<file path="src/rtl/lsu_pkg.sv">
// Shared definitions for the load/store unit: FSM encoding, byte-lane selects
// and the supported data width.
package lsu_pkg;

  localparam int unsigned LsuDataW = 16;

  localparam logic [2:0] EncIdle  = 3'd0;
  localparam logic [2:0] EncRd    = 3'd1;
  localparam logic [2:0] EncWr    = 3'd2;
  localparam logic [2:0] EncRmwRd = 3'd3;
  localparam logic [2:0] EncRmwWr = 3'd4;
  localparam logic [2:0] EncResp  = 3'd5;

  typedef enum logic [2:0] {
    StIdle  = EncIdle,
    StRd    = EncRd,
    StWr    = EncWr,
    StRmwRd = EncRmwRd,
    StRmwWr = EncRmwWr,
    StResp  = EncResp
  } lsu_state_e;

  // Byte address bit 0 picks the lane within a 16-bit word.
  localparam logic LaneLo = 1'b0;
  localparam logic LaneHi = 1'b1;

endpackage

</file>
<file path="src/rtl/byte_lane_unit.sv">
// Combinational byte extraction (with sign/zero extension) and byte merge
// into a 16-bit word.
module byte_lane_unit
  import lsu_pkg::*;
(
  input  logic [LsuDataW-1:0] word_i,
  input  logic                lane_i,
  input  logic                signed_i,
  input  logic [7:0]          wbyte_i,
  output logic [LsuDataW-1:0] load_o,
  output logic [LsuDataW-1:0] merged_o
);

  logic [7:0] sel_byte;

  always_comb begin
    sel_byte = (lane_i == LaneHi) ? word_i[15:8] : word_i[7:0];
    load_o   = signed_i ? {{8{sel_byte[7]}}, sel_byte} : {8'h00, sel_byte};
    merged_o = word_i;
    if (lane_i == LaneHi) begin
      merged_o[15:8] = wbyte_i;
    end else begin
      merged_o[7:0] = wbyte_i;
    end
  end

endmodule

</file>
<file path="src/rtl/load_store_unit.sv">
// Load/store unit: one request at a time, word and byte accesses to a 16-bit
// DataMemory, byte stores done as read-modify-write.
module load_store_unit
  import lsu_pkg::*;
#(
  parameter int unsigned ADDR_W = 16,
  parameter int unsigned DATA_W = LsuDataW
) (
  input  logic              Clock,
  input  logic              Reset,
  input  logic              ReqValid,
  output logic              ReqReady,
  input  logic              ReqWrite,
  input  logic              ReqByte,
  input  logic              ReqSigned,
  input  logic [ADDR_W-1:0] ReqAddr,
  input  logic [DATA_W-1:0] ReqWData,
  output logic              RespValid,
  output logic [DATA_W-1:0] RespData,
  output logic              RespErr,
  output logic [ADDR_W-1:0] MemAdresa,
  output logic [DATA_W-1:0] MemWD,
  output logic              MemWrite,
  output logic              MemRead,
  input  logic [DATA_W-1:0] MemReadData
);

  lsu_state_e        state_q, state_d;
  logic              write_q, byte_q, signed_q, lane_q, err_q;
  logic [DATA_W-1:0] wdata_q, rdata_q;
  logic [ADDR_W-1:0] mem_adr_q;

  logic              accept, misaligned;
  logic [DATA_W-1:0] load_byte, merged_word;

  assign misaligned = ~ReqByte & ReqAddr[0];
  assign accept     = (state_q == StIdle) & ReqValid;
  assign MemAdresa  = mem_adr_q;

  byte_lane_unit u_byte_lane (
    .word_i   (rdata_q),
    .lane_i   (lane_q),
    .signed_i (signed_q),
    .wbyte_i  (wdata_q[7:0]),
    .load_o   (load_byte),
    .merged_o (merged_word)
  );

  always_comb begin
    state_d   = state_q;
    ReqReady  = 1'b0;
    MemRead   = 1'b0;
    MemWrite  = 1'b0;
    MemWD     = '0;
    RespValid = 1'b0;
    RespErr   = 1'b0;
    RespData  = '0;
    unique case (state_q)
      StIdle: begin
        ReqReady = ~Reset;
        if (ReqValid) begin
          if (misaligned)     state_d = StResp;
          else if (!ReqWrite) state_d = StRd;
          else if (!ReqByte)  state_d = StWr;
          else                state_d = StRmwRd;
        end
      end
      StRd: begin
        MemRead = 1'b1;
        state_d = StResp;
      end
      StWr: begin
        MemWrite = 1'b1;
        MemWD    = wdata_q;
        state_d  = StResp;
      end
      StRmwRd: begin
        MemRead = 1'b1;
        state_d = StRmwWr;
      end
      StRmwWr: begin
        MemWrite = 1'b1;
        MemWD    = merged_word;
        state_d  = StResp;
      end
      StResp: begin
        RespValid = 1'b1;
        RespErr   = err_q;
        if (!write_q && !err_q) begin
          RespData = byte_q ? load_byte : rdata_q;
        end
        state_d = StIdle;
      end
      default: state_d = StIdle;
    endcase
  end

  always_ff @(posedge Clock or posedge Reset) begin
    if (Reset) begin
      state_q   <= StIdle;
      write_q   <= 1'b0;
      byte_q    <= 1'b0;
      signed_q  <= 1'b0;
      lane_q    <= LaneLo;
      err_q     <= 1'b0;
      wdata_q   <= '0;
      rdata_q   <= '0;
      mem_adr_q <= '0;
    end else begin
      state_q <= state_d;
      if (accept) begin
        write_q  <= ReqWrite;
        byte_q   <= ReqByte;
        signed_q <= ReqSigned;
        lane_q   <= ReqAddr[0];
        err_q    <= misaligned;
        wdata_q  <= ReqWData;
        // A rejected access never touches memory, so the address bus keeps its old value.
        if (!misaligned) begin
          mem_adr_q <= {1'b0, ReqAddr[ADDR_W-1:1]};
        end
      end
      if (state_q == StRd || state_q == StRmwRd) begin
        rdata_q <= MemReadData;
      end
    end
  end

endmodule

</file>
<file path="config.mk">
export PLATFORM = sky130hd
export DESIGN_NAME = load_store_unit
export DESIGN_NICKNAME = d
export VERILOG_FILES = /design/src/rtl/lsu_pkg.sv /design/src/rtl/byte_lane_unit.sv /design/src/rtl/load_store_unit.sv
export SDC_FILE = /design/constraint.sdc
export NUM_CORES = 1
export LEC_CHECK = 0
export ABC_AREA = 0
export CORE_ASPECT_RATIO = 1.4
export CORE_MARGIN = 10
export CORE_UTILIZATION = 40
export DETAILED_ROUTE_END_ITERATION = 8
export GPL_TIMING_DRIVEN = 0
export PLACE_DENSITY = 0.87
export SLEW_MARGIN = 20
export SYNTH_ARGS = -nofsm -noshare
export SYNTH_HDL_FRONTEND = slang
export SYNTH_SLANG_ARGS = --single-unit
</file>
<file path="constraint.sdc">
create_clock -name Clock -period 1.56 [get_ports Clock]
set_input_delay 0.234 -clock Clock [delete_from_list [all_inputs] [get_ports Clock]]
set_output_delay 0.234 -clock Clock [all_outputs]
set_load 0.01 [all_outputs]
</file>
==> results.py, run 1 <==
metrics = {
    "yosys": {
        "synth_warnings": 0,
        "syn-num-nets": 301,
        "synth_area_sq_um": 2770,
        "synthTopCellsByArea": "dfrtp_1, mux2_2, mux2_4, nor2_1, mux2i_1",
        "synth_common_cells": "dfrtp_1, mux2_2, nor2_1",
        "synth_top_area_share_pct": 49.6,
        "synthCells": 247,
        "seq_area_frac_synth_pct": 49.6,
        "ys.flop_type": "dfrtp_1",
        "ys_ff_latch": 55,
        "avgSynthCellArea_sq_um": 11.2,
        "synth_mux_area_share_pct": 27.1,
        "synthAdderAreaFrac_pct": 0,
        "synth_compound_area_share_pct": 7.54,
        "synth-xor-area-share_pct": 0,
        "synth_edf_count": 0,
        "synth-simple-area-share_pct": 11.7,
        "netlist-cell-type-count": 30,
        "synthMostInstantiatedCell": "dfrtp_1",
        "yosys.area.top_type": "dfrtp_1",
        "async_flop_share_pct": 100,
        "synth_top_family_by_area": "multiplexers",
    },
    "sta": {
        "setup_viol": 74,
        "post-route-period-util_pct": 129,
        "rsz0062_at_grt": "true",
        "slew_headroom_pct": 56.3,
        "slew_viol_final": 0,
        "tns_ps": -22920,
        "fmax_mhz": 497,
        "worstMarginPinSlew_ps": 654,
        "period_minus_slack_ps": 2010,
        "setup_ws_ps": -450,
        "fin_skew_ps": 9.99,
        "hold_viol_final": 0,
    },
    "layout": {
        "num-nets-final": 453,
        "diodes": 0,
        "fin_area_sq_um": 4790,
        "drive_gt1_share_pct": 50.2,
        "layout-area-overhead-vs-synth_pct": 72.9,
        "num-fill-cells": 456,
    },
    "global_route": {
        "grt_max_degree": 30,
        "track_usage_pct": 17.7,
        "antenna_found_initial": 0,
        "grt_pass1_vias": 2787,
        "grt_first_pass_wirelength_um": 15500,
        "grt_overflow": 0,
    },
    "clocking": {
        "clock_latency_ps": 320,
        "clkSinkCount": 55,
        "htree_levels": 2,
        "root_buffer": "clkbuf_8",
        "cts_tree": "done",
        "cts_buffers": 5,
        "clk_pin_slew_ps": 110,
        "cts_buffer_depth": 2,
    },
    "setup_path": {
        "start_kind": "register",
        "path_max_fanout": 7,
        "cp-end-kind": "primary output",
        "cp_data_required_time_ps": 1330,
        "crit_chain": "buf_8 > and3b_1 > clkbuf_8 > o2111ai_4 > nor2_1 > buf_2",
        "path_class": "reg -> out",
        "slowest_stage": "dfrtp_1",
        "cp.arrival_ps": 1780,
        "cp_slowest_stage_delay_ps": 410,
        "reg2reg_depth": 8,
        "r2r_slack_ps": -340,
    },
    "floorplan": {
        "dieArea_sq_um": 10700,
        "die_y_um": 119,
        "start_util_pct": 41.7,
        "ios": 107,
        "fp-row-count": 35,
        "die_x_um": 90.4,
        "core_area_sq_um": 6660,
    },
    "pwr": {
        "p_leak_uw": 0.00215,
        "worst_ir_drop_vdd_uv": 1130,
        "power.density_nw_per_um2": 1990,
        "finalPower_uw": 9520,
    },
    "drt": {
        "vias": 2608,
        "drc": 0,
        "wirelength_um": 10400,
        "drtIter0Drc": 162,
        "vias_per_cell": 5.30,
        "first_pass_iters": 4,
        "routedWlPerCell_um": 21.0,
        "drtAntennaViolNets": 0,
    },
    "worst_hold_path": {
        "hp-class": "in -> async",
    },
    "place": {
        "post_dp_cell_area_sq_um": 4000,
        "post-place-ws_ps": -882,
        "hpwl_um": 6530,
        "place.port_buffers": 105,
        "gp_congestion": 0.892,
    },
    "outcome": {
        "violations": "setup timing",
        "status": "complete, but fails checks",
    },
    "job": {
        "cap_violations": 0,
    },
}
-- critical path: cells and delay by family, from the launching register on --
kind / cells / cell delay, ps
AO/OA/AOI/OAI: 1 / 200
AND/OR/NAND/NOR: 2 / 410
buffers and inverters: 3 / 450
flip-flops: 1 / 410
-- placed cells by master, fill, tap and decap left out, types with 6 or more instances in the layout --
cell type	n
clkdlybuf4s15_2	6
a21oi_2	8
dfrtp_1	53
buf_4	21
nand2_1	17
nor2_1	22
clkbuf_8	10
o21ai_1	7
clkdlybuf4s50_1	68
buf_2	28
buf_6	21
mux2_4	27
nand3_1	8
a22oi_2	8
mux2_2	30
buf_8	7
-- flip-flops by register name, summed over array words and instances, names as in the netlist --
name,count
state_q,3
rdata_q,16
signed_q,1
wdata_q,16
MemAdresa,15
write_q,1
byte_q,1
lane_q,1
err_q,1
-- final cells by class --
class | count | area [sq um] | share of cell area (%)
Clock buffer | 6 | 82.6 | 1.72
Inverter | 5 | 22.5 | 0.470
Buffer | 17 | 234 | 4.88
Multi-Input combinational cell | 169 | 1560 | 32.6
Tap cell | 92 | 115 | 2.40
Timing Repair Buffer | 146 | 1360 | 28.4
Clock inverter | 2 | 35.0 | 0.731
Sequential cell | 55 | 1380 | 28.8
-- power by group --
part / leakage, uW / internal (uW) / switching (uW)
logic: 0.00144 / 3220 / 2400
registers: 0.000652 / 2150 / 752
clock network: 0.0000612 / 521 / 489
total: 0.00215 / 5890 / 3640
-- path summary, 6_finish.rpt --
| path | from | endpoint |
|---|---|---|
| hold reg to reg | MemAdresa[7]$_DFFE_PP0P_ | MemAdresa[7]$_DFFE_PP0P_ |
| setup reg to reg | state_q[1]$_DFFE_PP0P_ | MemAdresa[2]$_DFFE_PP0P_ |
| setup / recovery | state_q[1]$_DFFE_PP0P_ | RespData[9] |
| max in group asynchronous | Reset | byte_q$_DFFE_PP0P_ |
| hold / removal | Reset | MemAdresa[5]$_DFFE_PP0P_ |
| min in group Clock | MemAdresa[7]$_DFFE_PP0P_ | MemAdresa[7]$_DFFE_PP0P_ |
-- per-layer routing --
layer  up-vias  routed length (um)  GRT usage (%)
li1       1156                   -              -
met1      1330                3800           18.6
met2       105                5700           32.8
met3        17                 707           5.45
met4         0                 148           4.89
met5         -                   0              0
-- stage by stage --
step / hold WS [ps] / cells / util, %
3_3_place_gp: 488 / 444 / 59.8
6_report: 447 / 492 / 72.0
3_5_place_dp: 494 / 445 / 60.1
4_1_cts: 460 / 476 / 68.5
5_1_grt: 507 / 492 / 72.0
2_1_floorplan: 308 / 247 / -
-- logic make-up (layout without fill, tap and decap cells) --
group | count (synthesis) | in the layout
AND/OR/NAND/NOR | 69 | 69
multiplexers | 65 | 65
flip-flops | 55 | 55
other | 1 | 1
buffers and inverters | 23 | 176
AO/OA/AOI/OAI | 34 | 34
-- repair_timing --
| action | in CTS | in global routing |
|---|---|---|
| buffers inserted | 20 | 17 |
| resized for setup | 237 | 45 |
| cloned | 4 | 1 |
| pin swaps | 16 | 11 |
| hold buffers | 0 | 0 |
| setup endpoints to repair | 79 | 74 |
Power figures use the tool's default switching activity.
==> run 2: changes to the inputs <==
Settings changed: CORE_UTILIZATION 40 to 44, PLACE_DENSITY 0.87 to 0.9, SKIP_LAST_GASP from default to 1.
Clock period 1.56 ns to 2 ns, I/O delays scaled along.
==> results.py, run 2 (synthesized netlist as in run 1, its figures left out) <==
metrics = {
    "outcome": {
        "status": "complete, but fails checks",
        "violations": "setup timing",
    },
    "job": {
        "cap_violations": 0,
    },
    "layout": {
        "drive_gt1_share_pct": 40.9,
        "diodes": 0,
        "fin_util_pct": 67.7,
        "multi_input_area_sq_um": 1410,
        "num-fill-cells": 468,
        "layout_commonest_cell": "clkdlybuf4s50_1",
        "fin_area_sq_um": 4180,
        "layout-area-overhead-vs-synth_pct": 50.7,
        "num-nets-final": 425,
        "final_cell_mix": "clkdlybuf4s50_1, dfrtp_1, mux2_2",
        "register_area_sq_um": 1380,
    },
    "place": {
        "post_dp_cell_area_sq_um": 3920,
        "hpwl_um": 6340,
        "gp_congestion": 0.918,
        "place.port_buffers": 105,
    },
    "floorplan": {
        "dieArea_sq_um": 9920,
        "start_util_pct": 44.9,
        "ios": 107,
        "fp-row-count": 34,
        "die_x_um": 87.1,
        "die_y_um": 114,
        "core_area_sq_um": 6170,
    },
    "pwr": {
        "p_leak_uw": 0.00191,
        "finalPower_uw": 6440,
        "worst_ir_drop_vdd_uv": 829,
        "power.density_nw_per_um2": 1540,
    },
    "setup_path": {
        "path_class": "reg -> out",
        "start_kind": "register",
        "path_max_fanout": 9,
        "cp-end-kind": "primary output",
        "regToRegStartpoint": "state_q[2]$_DFFE_PP0P_",
        "reg2reg_depth": 6,
        "r2r_slack_ps": -10,
        "r2r-end": "MemAdresa[2]$_DFFE_PP0P_",
        "cp_data_required_time_ps": 1700,
        "cp.arrival_ps": 1920,
    },
    "global_route": {
        "grt_first_pass_wirelength_um": 13100,
        "grt_max_degree": 56,
        "use_met3_pct": 6.13,
        "globalRouteMet1Util_pct": 16.7,
        "busiest_layer": "met2",
        "antenna_found_initial": 0,
        "track_usage_pct": 16.5,
        "grt_pass1_vias": 2549,
        "grt_overflow": 0,
        "grt_use_met2_pct": 29.2,
    },
    "sta": {
        "slew_headroom_pct": 55.0,
        "worstMarginPinSlew_ps": 675,
        "fmax_mhz": 450,
        "hold_ws_ps": 490,
        "setup_viol": 14,
        "setup_ws_ps": -224,
        "hold_viol_final": 0,
        "period_minus_slack_ps": 2220,
        "rsz0062_at_grt": "true",
        "post-route-period-util_pct": 111,
        "fin_skew_ps": 13.8,
        "tns_ps": -556,
        "slew_viol_final": 0,
    },
    "drt": {
        "drtAntennaViolNets": 0,
        "drtIter0Drc": 152,
        "first_pass_iters": 4,
        "vias": 2407,
        "vias_per_cell": 5.42,
        "drc": 0,
        "routedWlPerCell_um": 19.5,
        "wirelength_um": 8640,
    },
    "clocking": {
        "cts_tree": "done",
        "hold_buffers": 0,
        "clkSinkCount": 55,
        "cts_buffers": 5,
        "clock_latency_ps": 320,
        "cts_buffer_depth": 2,
        "htree_levels": 2,
        "root_buffer": "clkbuf_8",
        "clk_pin_slew_ps": 100,
    },
    "worst_hold_path": {
        "hp-class": "in -> async",
    },
}
## run 2: changes by cell type in the layout (fill, tap and decap cells not counted), sizes merged
cell,change
dlygate4sd2,+5
clkinvlp,-1
buf,-38
clkbuf,+5
clkdlybuf4s50,+1
clkdlybuf4s15,-5
dlymetal6s2s,+3
inv,+2
## run 2: layout make-up
type | count | share of cell area, %
Multi-Input combinational cell | 169 | 33.7
Sequential cell | 55 | 33.1
Timing Repair Buffer | 124 | 25.7
Tap cell | 72 | 2.16
Buffer | 11 | 2.10
Clock buffer | 5 | 1.65
Clock inverter | 3 | 1.14
Inverter | 5 | 0.509
## run 2: timing repair
item,in CTS,in global routing
cloned,0,0
setup buffers,16,4
pin swaps,4,2
resized for setup,95,68
setup endpoints to repair,37,34
## run 2: metal layers
metal	vias up	routed length, um	share of wire [%]
met5	-	0	0
met4	0	198	2.3
met3	14	742	8.6
met2	95	4610	53
met1	1191	3090	36
li1	1107	-	-
## run 2: stage by stage
step,setup slack (ps),std cells
2_1_floorplan,211,247
3_3_place_gp,-662,424
3_5_place_dp,-665,424
4_1_cts,-246,442
5_1_grt,-260,444
6_report,-224,444
## run 2: critical path, cell delays in order (launching register included)
cell	delay, ps
dfrtp_2	490
nor2_2	200
nand2_2	160
o21ai_1	210
clkdlybuf4s50_1	570
## run 2: report_power, final
part           switching, uW  leakage, uW  internal, uW
clock                    383    0.0000587           380
sequential               560     0.000649          1680
combinational           1530      0.00121          1900
## run 2: how the worst max path moves through the flow
| stage | startpoint | slack (ps) | cells past startpoint | to |
|---|---|---|---|---|
| after floorplan | lane_q$_DFFE_PP0P_ | 210 | 5 | MemWD[14] |
| after detailed placement | state_q[1]$_DFFE_PP0P_ | -670 | 5 | MemWD[11] |
| after CTS | state_q[0]$_DFFE_PP0P_ | -250 | 4 | MemWD[11] |
| after global routing | state_q[0]$_DFFE_PP0P_ | -260 | 5 | MemWD[11] |
| final | state_q[0]$_DFFE_PP0P_ | -220 | 4 | MemWD[11] |
| after global placement | Reset | -660 | 2 | rdata_q[14]$_DFFE_PP0P_ |
==> run 3: changes to the inputs <==
Settings changed: CORE_UTILIZATION 44 to 40, PLACE_DENSITY 0.9 to 0.84.
==> results.py, run 3 (synthesized netlist as in run 1, its figures left out) <==
metrics = {
    "drt": {
        "vias_per_cell": 5.17,
        "routedWlPerCell_um": 19.5,
        "vias": 2411,
        "drc": 0,
        "first_pass_iters": 4,
        "wirelength_um": 9100,
        "drtAntennaViolNets": 0,
        "drtIter0Drc": 138,
    },
    "global_route": {
        "grt_pass1_vias": 2524,
        "antenna_found_initial": 0,
        "grt_first_pass_wirelength_um": 13600,
        "grt_max_degree": 56,
        "track_usage_pct": 15.5,
        "grt_overflow": 0,
    },
    "sta": {
        "setup_ws_ps": -36.3,
        "slew_headroom_pct": 54.6,
        "hold_ws_ps": 503,
        "post-route-period-util_pct": 102,
        "fmax_mhz": 491,
        "tns_ps": -162,
        "fin_skew_ps": 5.37,
        "period_minus_slack_ps": 2040,
        "setup_viol": 7,
        "slew_viol_final": 0,
        "worstMarginPinSlew_ps": 682,
        "rsz0062_at_grt": "true",
        "hold_viol_final": 0,
    },
    "clocking": {
        "clk_pin_slew_ps": 100,
        "root_buffer": "clkbuf_8",
        "cts_tree": "done",
        "hold_buffers": 0,
        "cts_buffers": 5,
        "cts_buffer_depth": 2,
        "clock_latency_ps": 310,
        "htree_levels": 2,
        "clkSinkCount": 55,
    },
    "layout": {
        "drive_gt1_share_pct": 42.8,
        "num-fill-cells": 529,
        "multi_input_area_sq_um": 1470,
        "final_cell_mix": "clkdlybuf4s50_1, dfrtp_1, mux2_2",
        "layout-area-overhead-vs-synth_pct": 55.5,
        "diodes": 0,
        "num-nets-final": 427,
        "register_area_sq_um": 1380,
        "layout_commonest_cell": "clkdlybuf4s50_1",
        "fin_cells": 466,
    },
    "place": {
        "place.port_buffers": 105,
        "gp_congestion": 0.834,
        "dp.cells": 444,
        "hpwl_um": 6410,
    },
    "setup_path": {
        "cp_data_required_time_ps": 1700,
        "crit_start": "lane_q$_DFFE_PP0P_",
        "start_kind": "register",
        "path_class": "reg -> out",
        "regToRegStartpoint": "state_q[2]$_DFFE_PP0P_",
        "cp.arrival_ps": 1740,
        "cp-end-kind": "primary output",
        "path_max_fanout": 4,
        "reg2reg_depth": 5,
    },
    "worst_hold_path": {
        "hp-class": "in -> async",
    },
    "pwr": {
        "worst_ir_drop_vdd_uv": 708,
        "p_leak_uw": 0.00193,
        "power.density_nw_per_um2": 1530,
        "finalPower_uw": 6590,
    },
    "floorplan": {
        "fp-row-count": 35,
        "ios": 107,
        "dieArea_sq_um": 10700,
        "core_area_sq_um": 6660,
        "die_x_um": 90.4,
        "start_util_pct": 41.7,
        "die_y_um": 119,
    },
    "outcome": {
        "violations": "setup timing",
        "status": "complete, but fails checks",
    },
    "job": {
        "cap_violations": 0,
    },
}
[run 3: critical path, stage by stage, from the launching register on]
cell,delay (ps)
dfrtp_2,480
clkbuf_16,180
o21a_4,200
o2111ai_4,210
buf_6,180
nor2_2,40
buf_2,140
[run 3: what timing repair did]
| action | 4_1_cts | 5_1_grt |
|---|---|---|
| cloned | 0 | 1 |
| setup buffers | 12 | 8 |
| hold endpoints to repair | 0 | 0 |
| endpoints found under the setup margin | 37 | 44 |
| pin swaps | 4 | 8 |
| resized for setup | 92 | 86 |
[run 3: layout make-up]
cell class,count,area share (%)
multi-input cells,169,34.0
flip-flops and latches,55,32.0
repair buffers,126,26.3
well taps,92,2.67
clock buffers,8,2.32
plain buffers,11,2.21
inverters,5,0.493
[run 3: final timing paths]
kind / end / slack (ps)
min in group Clock: MemAdresa[8]$_DFFE_PP0P_ / 520
worst min-delay path: wdata_q[10]$_DFFE_PP0P_ / 500
worst max-delay path: RespData[8] / -40
worst min register to register: MemAdresa[8]$_DFFE_PP0P_ / 520
max in group asynchronous: lane_q$_DFFE_PP0P_ / 1020
worst max register to register: MemAdresa[5]$_DFFE_PP0P_ / 120
[run 3: power breakdown]
part           switching [uW]  leakage [uW]  internal [uW]
clock                     360     0.0000515            317
sequential                595      0.000650           1680
combinational            1610       0.00123           2020
[run 3: metal layers]
layer	GRT usage [%]	up-vias	wire, um
met4	4.19	0	205
met5	0	-	0
met1	16.2	1179	3340
met2	28.8	103	4930
met3	4.88	19	618
li1	-	1110	-
[run 3: metrics by stage]
step / util [%] / setup slack [ps] / cell area (sq um)
6_report: 64.8 / -36.3 / 4310
5_1_grt: 64.8 / -80.9 / 4310
4_1_cts: 62.4 / -203 / 4160
3_5_place_dp: 59.2 / -633 / 3940
3_3_place_gp: 59.2 / -670 / 3940
2_1_floorplan: - / 211 / 2770
